--- config.mk ---
export PLATFORM = sky130hd
export DESIGN_NAME = pad_frame_writer
export DESIGN_NICKNAME = d
export VERILOG_FILES = /design/src/rtl/pad_frame_writer.sv
export SDC_FILE = /design/constraint.sdc
export NUM_CORES = 1
export LEC_CHECK = 0
export CORE_AREA = 2 2 77 79
export CTS_CLUSTER_DIAMETER = 30
export DETAILED_ROUTE_END_ITERATION = 16
export DIE_AREA = 0 0 79 81
export PLACE_DENSITY = 0.73
export SETUP_SLACK_MARGIN = 0.5
export SYNTH_ARGS = -nofsm -noshare
export SYNTH_HDL_FRONTEND = slang
export SYNTH_SLANG_ARGS = --single-unit
--- constraint.sdc ---
create_clock -name clk -period 2.9 [get_ports clk]
set_clock_uncertainty 0.05 [all_clocks]
set_input_delay 0.29 -clock clk [delete_from_list [all_inputs] [get_ports clk]]
set_output_delay 0.29 -clock clk [all_outputs]
set_load 0.01 [all_outputs]
--- src/rtl/pad_frame_writer.sv ---
// ---------------------------------------------------------------------------
// pad_frame_writer
//
// Purpose:
//   Loads a raster pixel stream into a zero-padded frame buffer of size
//   (IMG_W+2) x (IMG_H+2). The block writes a one-pixel zero border around
//   the interior pixels, at linear addresses row*(IMG_W+2)+col, in strictly
//   increasing order. The window reader scans this buffer.
//
// Ports:
//   clk        in   1       single clock, posedge
//   rst        in   1       asynchronous active-high reset
//   start      in   1       one-cycle pulse, begins a frame load when idle
//   pix_in     in   DATA_W  input pixel, raster order
//   pix_valid  in   1       pix_in valid
//   pix_ready  out  1       pixel accepted this cycle when pix_valid is also high
//   mem_wr     out  1       frame memory write strobe (registered)
//   mem_addr   out  ADDR_W  frame memory write address (registered)
//   mem_data   out  DATA_W  frame memory write data (registered)
//   busy       out  1       high while a frame load is in progress (FILL/DONE)
//   done       out  1       one-cycle pulse, one cycle after the last write
//   checksum   out  16      only with WR_CHECKSUM_EN: sum of accepted pixels
//
// Build option:
//   WR_CHECKSUM_EN - adds the checksum port and its accumulator.
// ---------------------------------------------------------------------------
`timescale 1ns/1ps
module pad_frame_writer #(
    parameter int DATA_W = 8,
    parameter int IMG_W  = 256,
    parameter int IMG_H  = 32,
    parameter int ADDR_W = 15
) (
    input  logic              clk,
    input  logic              rst,
    input  logic              start,
    input  logic [DATA_W-1:0] pix_in,
    input  logic              pix_valid,
    output logic              pix_ready,
    output logic              mem_wr,
    output logic [ADDR_W-1:0] mem_addr,
    output logic [DATA_W-1:0] mem_data,
    output logic              busy,
    output logic              done
`ifdef WR_CHECKSUM_EN
    ,
    output logic [15:0]       checksum
`endif
);

    localparam int ROW_W = $clog2(IMG_H + 3);
    localparam int COL_W = $clog2(IMG_W + 2);
    localparam logic [ROW_W-1:0] ROW_LAST = ROW_W'(IMG_H + 1);
    localparam logic [COL_W-1:0] COL_LAST = COL_W'(IMG_W + 1);

    typedef enum logic [1:0] {
        IDLE = 2'd0,
        FILL = 2'd1,
        DONE = 2'd2
    } state_t;

    state_t state_reg, state_next;

    logic [ROW_W-1:0]  row_reg;
    logic [COL_W-1:0]  col_reg;
    logic [ADDR_W-1:0] addr_reg;      // running linear address of the current position
    logic              mem_wr_reg;
    logic [ADDR_W-1:0] mem_addr_reg;
    logic [DATA_W-1:0] mem_data_reg;
    logic              done_reg;

    logic border;
    logic last_pos;
    logic in_fill;
    logic advance;
    logic accept_start;

    // State register
    always_ff @(posedge clk or posedge rst) begin
        if (rst) begin
            state_reg <= IDLE;
        end else begin
            state_reg <= state_next;
        end
    end

    // Next-state and position decode
    always_comb begin
        state_next   = state_reg;
        border       = (row_reg == '0) || (row_reg == ROW_LAST) ||
                       (col_reg == '0) || (col_reg == COL_LAST);
        last_pos     = (row_reg == ROW_LAST) && (col_reg == COL_LAST);
        in_fill      = (state_reg == FILL);
        accept_start = (state_reg == IDLE) && start;
        // Ready depends only on where we are, never on pix_valid, so the
        // source sees a clean handshake.
        pix_ready    = in_fill && !border;
        // Border positions advance unconditionally; interior ones wait for data.
        advance      = in_fill && (border || pix_valid);

        case (state_reg)
            IDLE:    if (start) state_next = FILL;
            FILL:    if (advance && last_pos) state_next = DONE;
            DONE:    state_next = IDLE;
            default: state_next = IDLE;
        endcase
    end

    // Position counters and registered write port
    always_ff @(posedge clk or posedge rst) begin
        if (rst) begin
            row_reg      <= '0;
            col_reg      <= '0;
            addr_reg     <= '0;
            mem_wr_reg   <= 1'b0;
            mem_addr_reg <= '0;
            mem_data_reg <= '0;
            done_reg     <= 1'b0;
        end else begin
            mem_wr_reg <= advance;
            done_reg   <= (state_reg == DONE);
            if (accept_start) begin
                row_reg  <= '0;
                col_reg  <= '0;
                addr_reg <= '0;
            end else if (advance) begin
                mem_addr_reg <= addr_reg;
                mem_data_reg <= border ? '0 : pix_in;
                // Address tracks row*(IMG_W+2)+col incrementally, one step per write.
                addr_reg     <= addr_reg + ADDR_W'(1);
                if (col_reg == COL_LAST) begin
                    col_reg <= '0;
                    row_reg <= row_reg + ROW_W'(1);
                end else begin
                    col_reg <= col_reg + COL_W'(1);
                end
            end
        end
    end

    assign mem_wr   = mem_wr_reg;
    assign mem_addr = mem_addr_reg;
    assign mem_data = mem_data_reg;
    assign done     = done_reg;
    assign busy     = (state_reg != IDLE);

`ifdef WR_CHECKSUM_EN
    logic [15:0] checksum_reg;

    // Sums only accepted interior pixels; border zeros never reach it.
    always_ff @(posedge clk or posedge rst) begin
        if (rst) begin
            checksum_reg <= '0;
        end else if (accept_start) begin
            checksum_reg <= '0;
        end else if (pix_ready && pix_valid) begin
            checksum_reg <= checksum_reg + 16'(pix_in);
        end
    end

    assign checksum = checksum_reg;
`endif

endmodule

==> flow_results.org <==
** Status
- The run finished with clean final reports.

** Clocking
- Hold buffer count at cts :: 0
- In this run the number of H-tree levels came out at 3.
- Clock insertion delay at the later pin of the skew report :: 0.34 ns
- TritonCTS built the clock tree.
- Longest Clk Path Bufs :: 2
- In this run the clock root is driven by a clkbuf_8.
- Clock transition at the register clock pins on the worst setup and hold paths after CTS :: 0.07 ns
- Buffers inserted during clock tree synthesis total 9.
- Number of clock sinks :: 57

** Global routing
- First-pass GRT wire length :: 10,210 um
- The number of global-route vias before repair is about 2,200.
- Sum of overflow across all layers after global routing :: 0
- Entering global routing, the biggest net connects 32 pins.
- In the global route stage, overall resource usage came out at a little over a fifth.
- Number of antenna violations at the first check in global routing :: 0

** Setup path
- Arr. time, crit path :: 2.61 ns
- Measured in cells, the most critical reg-to-reg path has a length of 6.
- In this design, the stage delay of the slowest critical-path cell is around 0.57 ns.
- Traced cell by cell, the critical path runs through or4_4 > o32ai_4 > o21ai_4 > buf_4 > or4_1 > nand3_1.
- Highest net fanout along the worst path :: 6
- The worst register-to-register path ends at col_reg[7]$_DFFE_PP0P_.
- Setup slack of the worst register-to-register path :: approximately 0.5 ns
- By startpoint and endpoint, the worst setup path is classified as flip-flop to flip-flop.
- The largest individual stage delay along the critical path comes from the cell or4_4.
- Startpoint of the most critical register-to-register path :: col_reg[3]$_DFFE_PP0P_
- The number of buffers and inverters on the critical path is 1.
- Data on the critical path is required at its endpoint by roughly 3.1 ns.
- STA classifies the critical path startpoint as a flip-flop.
- The cell family contributing the most delay on the critical path is simple AND/OR/NAND/NOR gates.
- Crit path capture type :: flip-flop
- In this run the worst setup path begins at col_reg[3]$_DFFE_PP0P_.

** Yosys
- Post-synth net total :: about 290
- The synthesized design contains 0 enable-type register cells.
- The synthesized design devotes to its leading area cell type a little over half of total area.
- Counting distinct cell types in the post-synthesis netlist gives 37.
- Synth Area per Inst :: 9.746 um^2
- Library cell occupying the most area in the post-synthesis netlist :: dfrtp_1
- Synthesis produced 275 cells.
- For this run, the number of Yosys warnings is 0.
- Post-Synthesis Cell Area :: 0.002680 mm^2
- Sequential elements use a little over half of the synthesized area.
- Fraction of registers with async set/reset :: 100.0%
- Flip-flop and latch count after synthesis :: 57
- For this run, the leading register cell type out of synthesis is dfrtp_1.
- By area the synthesized netlist is led by dfrtp_1 (53%), nand2_1 (9.4%), nand3_1 (3.9%).

** Timing
- For this run, the top clock speed supported by timing is 0.4192 GHz.
- Subtracting the final worst setup slack from the clock period gives 2.385 ns.
- Number of setup violations in the final report :: 0
- The worst pin sits at a relative slew slack of between 40% and 50%.
- The final number of max-transition violations came to 0.
- The final hold violation count is 0.
- Summed over all failing endpoints, the final setup total negative slack is 0 ns.
- Share of the cycle needed by the critical path after routing :: 82.25%
- Slew at the pin closest to its max-slew limit :: 0.7964 ns
- Setup repair after global routing missed its margin :: yes

** Worst hold path
- In this run the worst hold path is classified as primary input to async pin.

** Die
- The die is between 70 and 80 um wide.
- Vert. Die Dim :: around 80 um
- During I/O placement, the number of pins put on the boundary was 39.
- The die covers 0.006399 mm^2.
- Row generation in the floorplan step produced 28 rows.
- Initial standard-cell utilization of the core :: between 40% and 50%
- The core region is around 0.0057 mm^2.

** Pwr
- Leakage component of the power :: 1.538 nW
- VDD sags by at most about 430 uV.
- For this design the ratio of total power to cell area is between 700 and 800 mW/mm^2.
- Of the total power, the share spent switching nets is approximately a third.
- The design draws about 2.6 mW.
- Of the total power, registers draw about two fifths.
- The clock network burns 28.0% of the power.
- Internal :: between 1.5 and 2 mW
- Combinational logic burns a little under a third of the power.
- Total net switching power :: ~860 uW

** Drt
- Remaining routing DRC violations :: 0
- Total via count after detailed routing :: around 2,300
- In the routed layout, each cell is associated on average with a via count of 5.541.
- The count of nets left with antenna violations once routing finished came out at 0.
- First-pass iteration count of the detailed router :: 4
- Initial drt markers :: approximately 140
- Routed WL per cell :: 14.85 um
- Total Wirelength :: around 6000 um

** Finish
- Most frequent standard cell in the layout excluding fill and tap cells :: nand2_1
- Cells fill between 60% and 70% of the core in the end.
- The library cells used most frequently in the layout, excluding fill and tap cells, are nand2_1 (67), dfrtp_1 (57), clkdlybuf4s50_1 (37).
- After the last flow step, the layout net total stands at approximately 350.
- Relative area change from synthesis to final layout :: 29.09%
- The repair_antennas step left the layout with diodes totalling 0.
- Post-layout instance count excluding filler cells :: 407
- In the final layout, the share of cells above drive strength 1 is roughly 12%.

** Placed design
- Detailed placement finished with a half-perimeter wire length of between 3000 and 4000 um.
- Port buffer count :: 38
- Number of instances in the placed design :: 382
- Routability cong. :: 0.8803

** Run
- Max-Cap Viols :: 0
## power by group through the flow
stage	sequential, mW	combinational, mW	clock (mW)
detailed placement	1.11	0.694	0
finish	1.08	0.802	0.734
CTS	1.08	0.769	0.745
global placement	1.11	0.673	0
global route	1.11	0.882	0.781
floorplan	1.12	0.380	0
## synthesized netlist by cell type (2+ instances only)
library cell / number
ha_1: 7
and3_1: 4
o21ai_0: 8
o211ai_1: 5
or4_1: 4
or3_1: 3
buf_2: 3
nand2b_1: 3
o311ai_0: 3
nor3_1: 5
o32ai_1: 3
clkbuf_1: 7
xor2_1: 4
a21oi_1: 8
a22o_1: 8
nand2_1: 67
o41ai_1: 2
o2111ai_1: 4
nand3_1: 21
or2_2: 2
dfrtp_1: 57
inv_1: 8
nand4_1: 3
nor2_1: 12
mux2i_1: 5
o31ai_1: 6
and2_1: 2
nor2b_1: 2
## cell type report
type | instances | area [um^2]
Clock buffer | 11 | 141.4
Fill cell | 504 | 2216
Clock inverter | 5 | 55.05
Timing Repair Buffer | 51 | 488.0
Inverter | 8 | 30.03
Sequential cell | 57 | 1426
Multi-Input combinational cell | 200 | 1225
Tap cell | 75 | 93.84
## worst reg2reg max path, stage by stage, from the launching register on
cell	delay [ns]
dfrtp_1	0.39
or4_4	0.57
o32ai_4	0.40
o21ai_4	0.13
buf_4	0.19
or4_1	0.49
nand3_1	0.09
## how the worst max path moves through the flow
stage	to	slack (ns)	depth (start not counted)
floorplan	col_reg[7]$_DFFE_PP0P_	0.68	6
global placement	col_reg[8]$_DFFE_PP0P_	0.44	9
detailed placement	col_reg[8]$_DFFE_PP0P_	0.36	9
CTS	mem_data[5]$_DFFE_PP0P_	0.48	7
global route	col_reg[7]$_DFFE_PP0P_	0.44	6
finish	col_reg[7]$_DFFE_PP0P_	0.51	6
## metrics by stage
step | worst slack [ns] | cell area (um^2) | hold WS (ns)
2_1_floorplan | 0.6821 | 2680 | 0.3727
3_3_place_gp | 0.4372 | 3151 | 0.4033
3_5_place_dp | 0.3644 | 3151 | 0.4124
4_1_cts | 0.4798 | 3398 | 0.3251
5_1_grt | 0.4376 | 3460 | 0.3484
6_report | 0.5146 | 3460 | 0.3004
## what timing repair did
item                       4_1_cts  5_1_grt
gates resized for setup          3        9
pin swaps                        3        2
setup endpoints to repair       34       45
gates cloned                     1        1
buffers inserted                 5        2
## cells by family (layout without fill, tap and decap cells)
group	Yosys count	count (layout)	share of synthesized area (%)
AO/OA/AOI/OAI	51	53	14.61
AND/OR/NAND/NOR	130	130	22.18
XOR/XNOR	5	5	1.634
buffers and inverters	20	75	3.221
flip-flops	57	57	53.22
adder cells (fa/ha/maj)	7	7	3.268
multiplexers	5	5	1.867
## layer usage
metal	global-route usage [%]	vias up	wire length, um	part of all wire (%)
met5	0	-	0	0
met4	12.07	0	167	2.8
met3	5.222	14	306	5.1
met2	33.73	60	2804	46
met1	25.97	1102	2766	46
li1	-	1079	-	-
(Power assumes the default switching activity.)
